$ cat config.mk
export PLATFORM = sky130hd
export DESIGN_NAME = hdmi_video_timing_out
export DESIGN_NICKNAME = d
export VERILOG_FILES = /design/src/rtl/hdmi_video_timing_out.sv
export SDC_FILE = /design/constraint.sdc
export NUM_CORES = 1
export LEC_CHECK = 0
export ABC_AREA = 0
export BUFFER_PORTS_ARGS = -buffer_cell sky130_fd_sc_hd__buf_2
export CAP_MARGIN = 20
export CORE_MARGIN = 2
export CORE_UTILIZATION = 28
export DETAILED_ROUTE_END_ITERATION = 6
export GPL_TIMING_DRIVEN = 0
export PLACE_DENSITY_LB_ADDON = 0.2
export SYNTH_ARGS = -nofsm -noshare
export SYNTH_HDL_FRONTEND = slang
export SYNTH_SLANG_ARGS = --single-unit
$ cat constraint.sdc
create_clock -name rd_clk -period 2.2 [get_ports rd_clk]
set_input_delay 0.22 -clock rd_clk [delete_from_list [all_inputs] [get_ports rd_clk]]
set_output_delay 0.22 -clock rd_clk [all_outputs]
set_load 0.02 [all_outputs]
$ cat src/rtl/hdmi_video_timing_out.sv
// -----------------------------------------------------------------------------
// HdmiVideoTimingOut : pixel-output stage of the HDMI card.
//
// Produces the video raster (hsync / vsync / data-enable) in the pixel-clock
// domain. During every active pixel it pops one RGB565 word from the
// first-word-fall-through prefetch FIFO and expands it to RGB888 for the
// HDMI encoder. An active pixel that finds the FIFO empty is counted as an
// underflow. Raster timing is never stalled.
//
// Ports
//   rd_clk         in   pixel clock, rising edge
//   rd_rst         in   asynchronous active-high reset
//   en             in   video enable (level)
//   fifo_rd_data   in   [15:0] RGB565 word {R5,G6,B5}, FWFT
//   fifo_rd_vld    in   fifo_rd_data is valid
//   fifo_rd_en     out  pop request (word consumed when fifo_rd_en & fifo_rd_vld)
//   frame_sync     out  one-cycle pulse at the start of vertical blanking
//   underflow_clr  in   clears the underflow flag and counter
//   underflow      out  sticky underflow flag
//   underflow_cnt  out  [15:0] saturating count of missed pixels
//   vid_hs/vs/de   out  registered sync and data-enable
//   vid_rgb        out  [23:0] registered RGB888 {R8,G8,B8}
// -----------------------------------------------------------------------------
module hdmi_video_timing_out #(
    parameter int   H_ACTIVE = 1280,
    parameter int   H_FP     = 110,
    parameter int   H_SYNC   = 40,
    parameter int   H_BP     = 220,
    parameter int   V_ACTIVE = 720,
    parameter int   V_FP     = 5,
    parameter int   V_SYNC   = 5,
    parameter int   V_BP     = 20,
    parameter logic HS_POL   = 1'b1,
    parameter logic VS_POL   = 1'b1
) (
    input  logic        rd_clk,
    input  logic        rd_rst,
    input  logic        en,
    input  logic [15:0] fifo_rd_data,
    input  logic        fifo_rd_vld,
    output logic        fifo_rd_en,
    output logic        frame_sync,
    input  logic        underflow_clr,
    output logic        underflow,
    output logic [15:0] underflow_cnt,
    output logic        vid_hs,
    output logic        vid_vs,
    output logic        vid_de,
    output logic [23:0] vid_rgb
);

    localparam int H_TOTAL = H_ACTIVE + H_FP + H_SYNC + H_BP;
    localparam int V_TOTAL = V_ACTIVE + V_FP + V_SYNC + V_BP;
    localparam int HW      = (H_TOTAL > 1) ? $clog2(H_TOTAL) : 1;
    localparam int VW      = (V_TOTAL > 1) ? $clog2(V_TOTAL) : 1;

    localparam int HS_START = H_ACTIVE + H_FP;
    localparam int HS_END   = H_ACTIVE + H_FP + H_SYNC;
    localparam int VS_START = V_ACTIVE + V_FP;
    localparam int VS_END   = V_ACTIVE + V_FP + V_SYNC;

    typedef enum logic [1:0] {
        S_IDLE,
        S_WAIT,
        S_RUN
    } state_t;

    state_t          state_q, state_d;
    logic [HW-1:0]   hCnt_q, hCnt_d;
    logic [VW-1:0]   vCnt_q, vCnt_d;
    logic            stop_q, stop_d;

    logic            vidDe_q;
    logic            vidHs_q;
    logic            vidVs_q;
    logic [23:0]     vidRgb_q;
    logic            underflow_q;
    logic [15:0]     underflowCnt_q;

    logic            isRun;
    logic            hLast;
    logic            vLast;
    logic            stopReq;
    logic            dePre;
    logic            hsPre;
    logic            vsPre;
    logic            missPix;
    logic [23:0]     rgbExp;

    // Raster decode. Everything here depends only on registered state and
    // counters, so the FIFO handshake has no combinational loop through
    // fifo_rd_vld.
    assign isRun   = (state_q == S_RUN);
    assign hLast   = (int'(hCnt_q) == H_TOTAL - 1);
    assign vLast   = (int'(vCnt_q) == V_TOTAL - 1);
    assign stopReq = stop_q | ~en;
    assign dePre   = isRun && (int'(hCnt_q) < H_ACTIVE) && (int'(vCnt_q) < V_ACTIVE);
    assign hsPre   = isRun && (int'(hCnt_q) >= HS_START) && (int'(hCnt_q) < HS_END);
    assign vsPre   = isRun && (int'(vCnt_q) >= VS_START) && (int'(vCnt_q) < VS_END);
    assign missPix = dePre & ~fifo_rd_vld;

    // Bit replication fills the low bits so full-scale 565 maps to 0xFF.
    assign rgbExp = {fifo_rd_data[15:11], fifo_rd_data[15:13],
                     fifo_rd_data[10:5],  fifo_rd_data[10:9],
                     fifo_rd_data[4:0],   fifo_rd_data[4:2]};

    assign fifo_rd_en = dePre;
    assign frame_sync = isRun && (hCnt_q == '0) && (int'(vCnt_q) == V_ACTIVE);

    // State, raster counters and stop latch. A stop request in RUN is only
    // honoured after the last pixel of the frame so the sink never sees a
    // truncated frame.
    always_ff @(posedge rd_clk or posedge rd_rst) begin
        if (rd_rst) begin
            state_q <= S_IDLE;
            hCnt_q  <= '0;
            vCnt_q  <= '0;
            stop_q  <= 1'b0;
        end else begin
            state_q <= state_d;
            hCnt_q  <= hCnt_d;
            vCnt_q  <= vCnt_d;
            stop_q  <= stop_d;
        end
    end

    // Next-state logic. Outside RUN the counters are parked at 0 so the
    // first RUN cycle is always the first pixel of a frame.
    always_comb begin
        state_d = state_q;
        hCnt_d  = hCnt_q;
        vCnt_d  = vCnt_q;
        stop_d  = stop_q;
        case (state_q)
            S_IDLE: begin
                hCnt_d = '0;
                vCnt_d = '0;
                stop_d = 1'b0;
                if (en) begin
                    state_d = S_WAIT;
                end
            end
            S_WAIT: begin
                hCnt_d = '0;
                vCnt_d = '0;
                stop_d = 1'b0;
                if (!en) begin
                    state_d = S_IDLE;
                end else if (fifo_rd_vld) begin
                    state_d = S_RUN;
                end
            end
            S_RUN: begin
                stop_d = stopReq;
                if (hLast) begin
                    hCnt_d = '0;
                    if (vLast) begin
                        vCnt_d = '0;
                        if (stopReq) begin
                            state_d = S_IDLE;
                            stop_d  = 1'b0;
                        end
                    end else begin
                        vCnt_d = vCnt_q + VW'(1);
                    end
                end else begin
                    hCnt_d = hCnt_q + HW'(1);
                end
            end
            default: begin
                state_d = S_IDLE;
                hCnt_d  = '0;
                vCnt_d  = '0;
                stop_d  = 1'b0;
            end
        endcase
    end

    // Output register stage: one cycle behind the counters. A missed pixel
    // is sent as black rather than repeating stale data.
    always_ff @(posedge rd_clk or posedge rd_rst) begin
        if (rd_rst) begin
            vidDe_q  <= 1'b0;
            vidHs_q  <= ~HS_POL;
            vidVs_q  <= ~VS_POL;
            vidRgb_q <= '0;
        end else begin
            vidDe_q  <= dePre;
            vidHs_q  <= hsPre ? HS_POL : ~HS_POL;
            vidVs_q  <= vsPre ? VS_POL : ~VS_POL;
            vidRgb_q <= (dePre && fifo_rd_vld) ? rgbExp : 24'h000000;
        end
    end

    // Underflow bookkeeping. A clear wins over an event in the same cycle.
    always_ff @(posedge rd_clk or posedge rd_rst) begin
        if (rd_rst) begin
            underflow_q    <= 1'b0;
            underflowCnt_q <= '0;
        end else if (underflow_clr) begin
            underflow_q    <= 1'b0;
            underflowCnt_q <= '0;
        end else if (missPix) begin
            underflow_q <= 1'b1;
            if (underflowCnt_q != 16'hFFFF) begin
                underflowCnt_q <= underflowCnt_q + 16'd1;
            end
        end
    end

    assign vid_de        = vidDe_q;
    assign vid_hs        = vidHs_q;
    assign vid_vs        = vidVs_q;
    assign vid_rgb       = vidRgb_q;
    assign underflow     = underflow_q;
    assign underflow_cnt = underflowCnt_q;

endmodule

After elaboration in Yosys (flattened, before gate mapping):

Cells that the tools add are included.

* word-level logic and storage cells: 72
* bits in registers: 68
* output and inout port bits: 46
* input port bits: 21

* mux-type cells: 23
* reductions and logical operators: 15
* equality and inequality tests: 11
* magnitude comparators: 6
* add/subtract/negate cells: 3
* bitwise logic cells: 4

Operators by type and width (count)
* 2-to-1 mux 16 bit: 3
* 2-to-1 mux 10 bit: 3
* 2-to-1 mux 24 bit: 1
* < comparator 11 bit, second input constant: 2
* 2-to-1 mux 11 bit: 2
* == test 10 bit, second input constant: 2
* < comparator 10 bit, second input constant: 2
* adder 16 x 1 -> 16 bit, second input constant: 1
* inequality test 16 bit, second input constant: 1
* 2-to-1 mux 2 bit: 6
* adder 11 x 1 -> 11 bit, second input constant: 1
* == test 11 x 10 -> 1 bit, second input constant: 1
* greater-or-equal comparator 11 bit, second input constant: 1
* logical NOT 11 bit: 1
* adder 10 x 1 -> 10 bit, second input constant: 1
* greater-or-equal comparator 10 bit, second input constant: 1
* logical AND 1 bit: 9
* 2-to-1 mux 1 bit: 7
* inequality test 2 x 1 -> 1 bit, second input constant: 3
* one-hot mux 2 bit (3 select lines): 1
* AND reduction 5 bit: 1
* nonzero test 2 bit: 2
* inequality test 3 bit, second input constant: 1
* == test 2 x 1 -> 1 bit, second input constant: 1
* 7 further kinds: 8

Longest topological paths before layout:

* word-level depth: 6
* gate-level depth with buffers: 8
* mapped depth without buffers: 7

Worst setup path after synthesis:

Ideal clock, no wire load.

* path type: reg-to-reg
* from: reg underflowCnt_q[0], in the netlist underflow_cnt[0]
* to: reg underflowCnt_q[13], in the netlist underflow_cnt[13]
* slack: 0.206 ns
* period minus slack after synthesis: 1.994 ns
* buffers on the path: 0
* cell stages (with the launch flop): 7
* setup time: 0.078 ns
* arrival time: 1.916 ns
* required time: 2.122 ns
* path through: dfrtp_1 ha_1 nand4_1 nor4_4 or4_4 or3_1 a21oi_1

* cells in the longest elaborated chain, start to end: 4
* elaborated cells on any way between the ends: 7
* those cells by class: add/sub (1); eq/ne (1); mux (3); reduce/logical (2)

RTL lines
* start: declaration: RTL line 78 `logic [15:0] underflowCnt_q;`
* start signal: assignment: RTL line 206 `underflowCnt_q <= underflowCnt_q + 16'd1;`
* adder 16 x 1 -> 16 bit: RTL line 206
* 2-to-1 mux 16 bit: RTL line 205 `if (underflowCnt_q != 16'hFFFF) begin`
* 2-to-1 mux 16 bit: RTL line 203 `end else if (missPix) begin`
* 2-to-1 mux 16 bit: RTL line 200 `end else if (underflow_clr) begin`

Parallel ways exist; a longest one is shown, timed or not. The select of a mux whose other input is x is not followed.
A chain may end at the register's enable or synchronous reset.

Worst setup path after layout:

* from: reg vCnt_q[8]
* to: out fifo_rd_en

* cells in the longest elaborated chain, start to end: 2

RTL lines
* start: declaration: RTL line 70 `logic [VW-1:0] vCnt_q, vCnt_d;`
* start signal: assignment: RTL line 122 `vCnt_q <= vCnt_d;`
* < comparator 10 bit: RTL line 97 `assign dePre = isRun && (int'(hCnt_q) < H_ACTIVE) && (int'(vCnt_q) < V_ACTIVE);`
* logical AND 1 bit: RTL line 97
* end: declaration: RTL line 41 `output logic fifo_rd_en,`

Every way passes these cells.

==> impl_metrics.yaml <==
status:
  status: "completed"
drt:
  first_pass_iters: 4
  wl_per_cell_um: 13.3
  viasPerCell: 4.66
  totalWireLength_mm: 6.98
  dr_total_vias: 2445
  drt_iter0_drc: 147
  postRouteAntennaNets: 0
  drcViolationCount: 0
finish:
  multi_input_area_mm2: 0.00134
  final_nets: 412
  final_core_util_pct: 37.2
  ff_latch_area_mm2: 0.00150
  final_common_cell: "buf_2"
  fillCellCount: 1057
  area_growth_pct: 29.7
  final_cell_mix: "buf_2, dfrtp_1, nor2_1, and3_1, buf_4"
  layout-drive-gt1-share_pct: 30.9
global_route:
  gr-usage-met1_pct: 16.9
  use_met2_pct: 18.8
  grt_max_degree: 36
  gr-usage-met3_pct: 2.92
  antenna_found_initial: 1
  grt_pass1_vias: 2371
  grt_pass1_wl_mm: 11.4
  grtUsageTotal_pct: 12.5
  top_usage_layer: "met2"
  overflow: 0
critical_path:
  setup.worst_path.start_class: "flip-flop"
  crit_fanout: 9
  cp.required_ns: 1.98
  path_class: "reg -> out"
  cp-end-kind: "output port"
  cp.arrival_ns: 1.94
power:
  internal-power_mw: 1.98
  vdd_drop_max_uv: 266
  pwr-share-clk_pct: 40.1
  p_comb_share_pct: 12.8
  p_leak_nw: 1.84
  pwr-share-seq_pct: 47.1
  p_per_area_mw_per_mm2: 717
  power.switching_mw: 0.765
  p_sw_share_pct: 27.9
synth:
  synth_edf_count: 0
  avgSynthCellArea_um2: 10.0
  synth_cells: 294
  yosysSeqAreaShare_pct: 50.9
  ys_seq_elements: 60
  async_reset_ff_share_pct: 100
  syn_area_mm2: 0.00295
  yosysWarnings: 0
  synth_cell_type_count: 47
  postSynth.topFlopCell: "dfrtp_1"
  syn_nets: 323
timing:
  slew_headroom_pct: 49.9
  setup-tns-final_ns: 0
  fin_worst_skew_ns: 0.0139
  fin_crit_ns: 2.16
  post-route-period-util_pct: 98.2
  worst_pin_slew_ns: 0.748
  slew_violations: 0
  hold_viol_final: 0
  hold_ws_ns: 0.115
  rsz0062_at_grt: "true"
  setup_viol: 0
  fmax_mhz: 463
hold_path:
  holdCritPathClass: "in -> reg"
clock_tree:
  numCtsBuffers: 9
  clock-sinks: 60
  h-tree-depth: 3
  cts_max_path_buffers: 2
  cts_tree: "yes"
  clkTransAtPathRegs_ns: 0.08
  insertion_delay_ns: 0.34
  root_buffer: "clkbuf_8"
floorplan:
  dieHeight_um: 107
  start_util_pct: 28.7
  core_area_mm2: 0.0103
  num_rows: 37
  num_io_pins: 67
  die_w_um: 107
  dieArea_mm2: 0.0114
place:
  hpwl_mm: 4.77
  io_buffer_count: 65
  gp_congestion: 0.782
run:
  maxCapViolCount: 0
## final timing paths
kind                       cells after the start                             to                  start  slack (ns)
min in group asynchronous                      3          vCnt_q[5]$_DFFE_PP0P_                 rd_rst        0.50
setup / recovery                               5                     fifo_rd_en  vCnt_q[8]$_DFFE_PP0P_        0.04
setup reg to reg                               5  underflow_cnt[13]$_DFFE_PP0P_    hCnt_q[8]$_DFF_PP0_        0.08
hold reg to reg                                2          underflow$_DFFE_PP0P_  underflow$_DFFE_PP0P_        0.49
hold / removal                                 2          vid_rgb[11]$_DFF_PP0_        fifo_rd_data[6]        0.11
max in group asynchronous                      4   underflow_cnt[2]$_DFFE_PP0P_                 rd_rst        1.10
## registers in the layout, summed over array words and instances, names as in the netlist
register and cells:
stop_q 1, vCnt_q 10, hCnt_q 11, vid_hs 1, vid_de 1, underflow_cnt 16, underflow 1, state_q 2
vid_rgb 16, vid_vs 1
## worst max-delay path, cell delays in order (launching register included)
cell and delay [ns]:
dfrtp_1 0.42, nand4b_1 0.19, buf_4 0.17, o2111ai_4 0.33, clkinvlp_4 0.27, buf_2 0.21
## metal layers
layer / vias up / part of all wire [%]
met5: - / 0
met1: 1162 / 47
li1: 1215 / -
met3: 9 / 5.6
met2: 59 / 45
met4: 0 / 1.9
## power groups by stage
stage	Clock, mW	Sequential [mW]	Combinational, mW
2_1_floorplan	0	1.31	0.234
3_3_place_gp	0	1.31	0.341
3_5_place_dp	0	1.31	0.349
4_1_cts	1.12	1.29	0.354
5_1_grt	1.16	1.31	0.403
6_report	1.10	1.29	0.351
## timing repair
| action | CTS | global route |
|---|---|---|
| gates cloned | 0 | 0 |
| resized for setup | 2 | 9 |
| endpoints found under the setup margin | 2 | 27 |
| setup buffers | 0 | 13 |
| hold buffers | 1 | 0 |
| pin swaps | 0 | 6 |
| endpoints found under the hold margin | 25 | 0 |
## layout make-up
type                            instances  area share (%)
Clock buffer                            9            3.24
Antenna cell                            1          0.0654
Inverter                               11            1.18
Multi-Input combinational cell        205            35.1
Clock inverter                          7            2.39
Sequential cell                        60            39.3
Tap cell                              136            4.45
Buffer                                 16            2.42
Timing Repair Buffer                   80            11.8
## per-stage QoR
step,power [mW],std cells,worst slack [ns],area [um2]
after detailed placement,1.66,496,-0.0428,3460
after floorplan,1.54,294,0.206,2950
after CTS,2.76,512,-0.0385,3710
after global placement,1.65,495,-0.347,3440
final,2.74,525,0.0399,3820
after global routing,2.88,525,-0.0780,3820
## cells in the mapped netlist, types with 2 or more instances
| cell | number | area (um2) |
|---|---|---|
| o31ai_1 | 4 | 30.0 |
| nand4_1 | 9 | 56.3 |
| xnor2_1 | 15 | 131 |
| and2_1 | 5 | 31.3 |
| nor2_1 | 33 | 124 |
| buf_4 | 8 | 60.1 |
| inv_1 | 11 | 41.3 |
| ha_1 | 8 | 100 |
| o41ai_1 | 2 | 17.5 |
| and3_1 | 25 | 156 |
| nand3_1 | 15 | 75.1 |
| a31oi_1 | 5 | 31.3 |
| clkbuf_1 | 8 | 30.0 |
| nand2_1 | 14 | 52.6 |
| dfrtp_1 | 60 | 1500 |
| or3_1 | 3 | 18.8 |
| nor4_1 | 9 | 56.3 |
| or3b_2 | 2 | 17.5 |
| o21ai_0 | 12 | 60.1 |
| nor2b_1 | 5 | 31.3 |
| nor4b_1 | 2 | 17.5 |
| nor3_1 | 4 | 20.0 |
| and4_1 | 2 | 17.5 |
| a21oi_1 | 5 | 25.0 |
| o22ai_1 | 2 | 12.5 |
| xor2_1 | 5 | 43.8 |
## logic make-up after synthesis
kind of cell | Yosys count | share of synthesized area [%]
AOI/OAI and AO/OA | 37 | 8.15
xor gates and xnor gates | 20 | 5.94
adders and majority gates | 8 | 3.39
buffers and inverters | 29 | 4.75
DFF | 60 | 50.9
muxes | 2 | 0.721
and+or+nand+nor | 138 | 26.1
No activity file was read; power rests on OpenSTA's default activity.
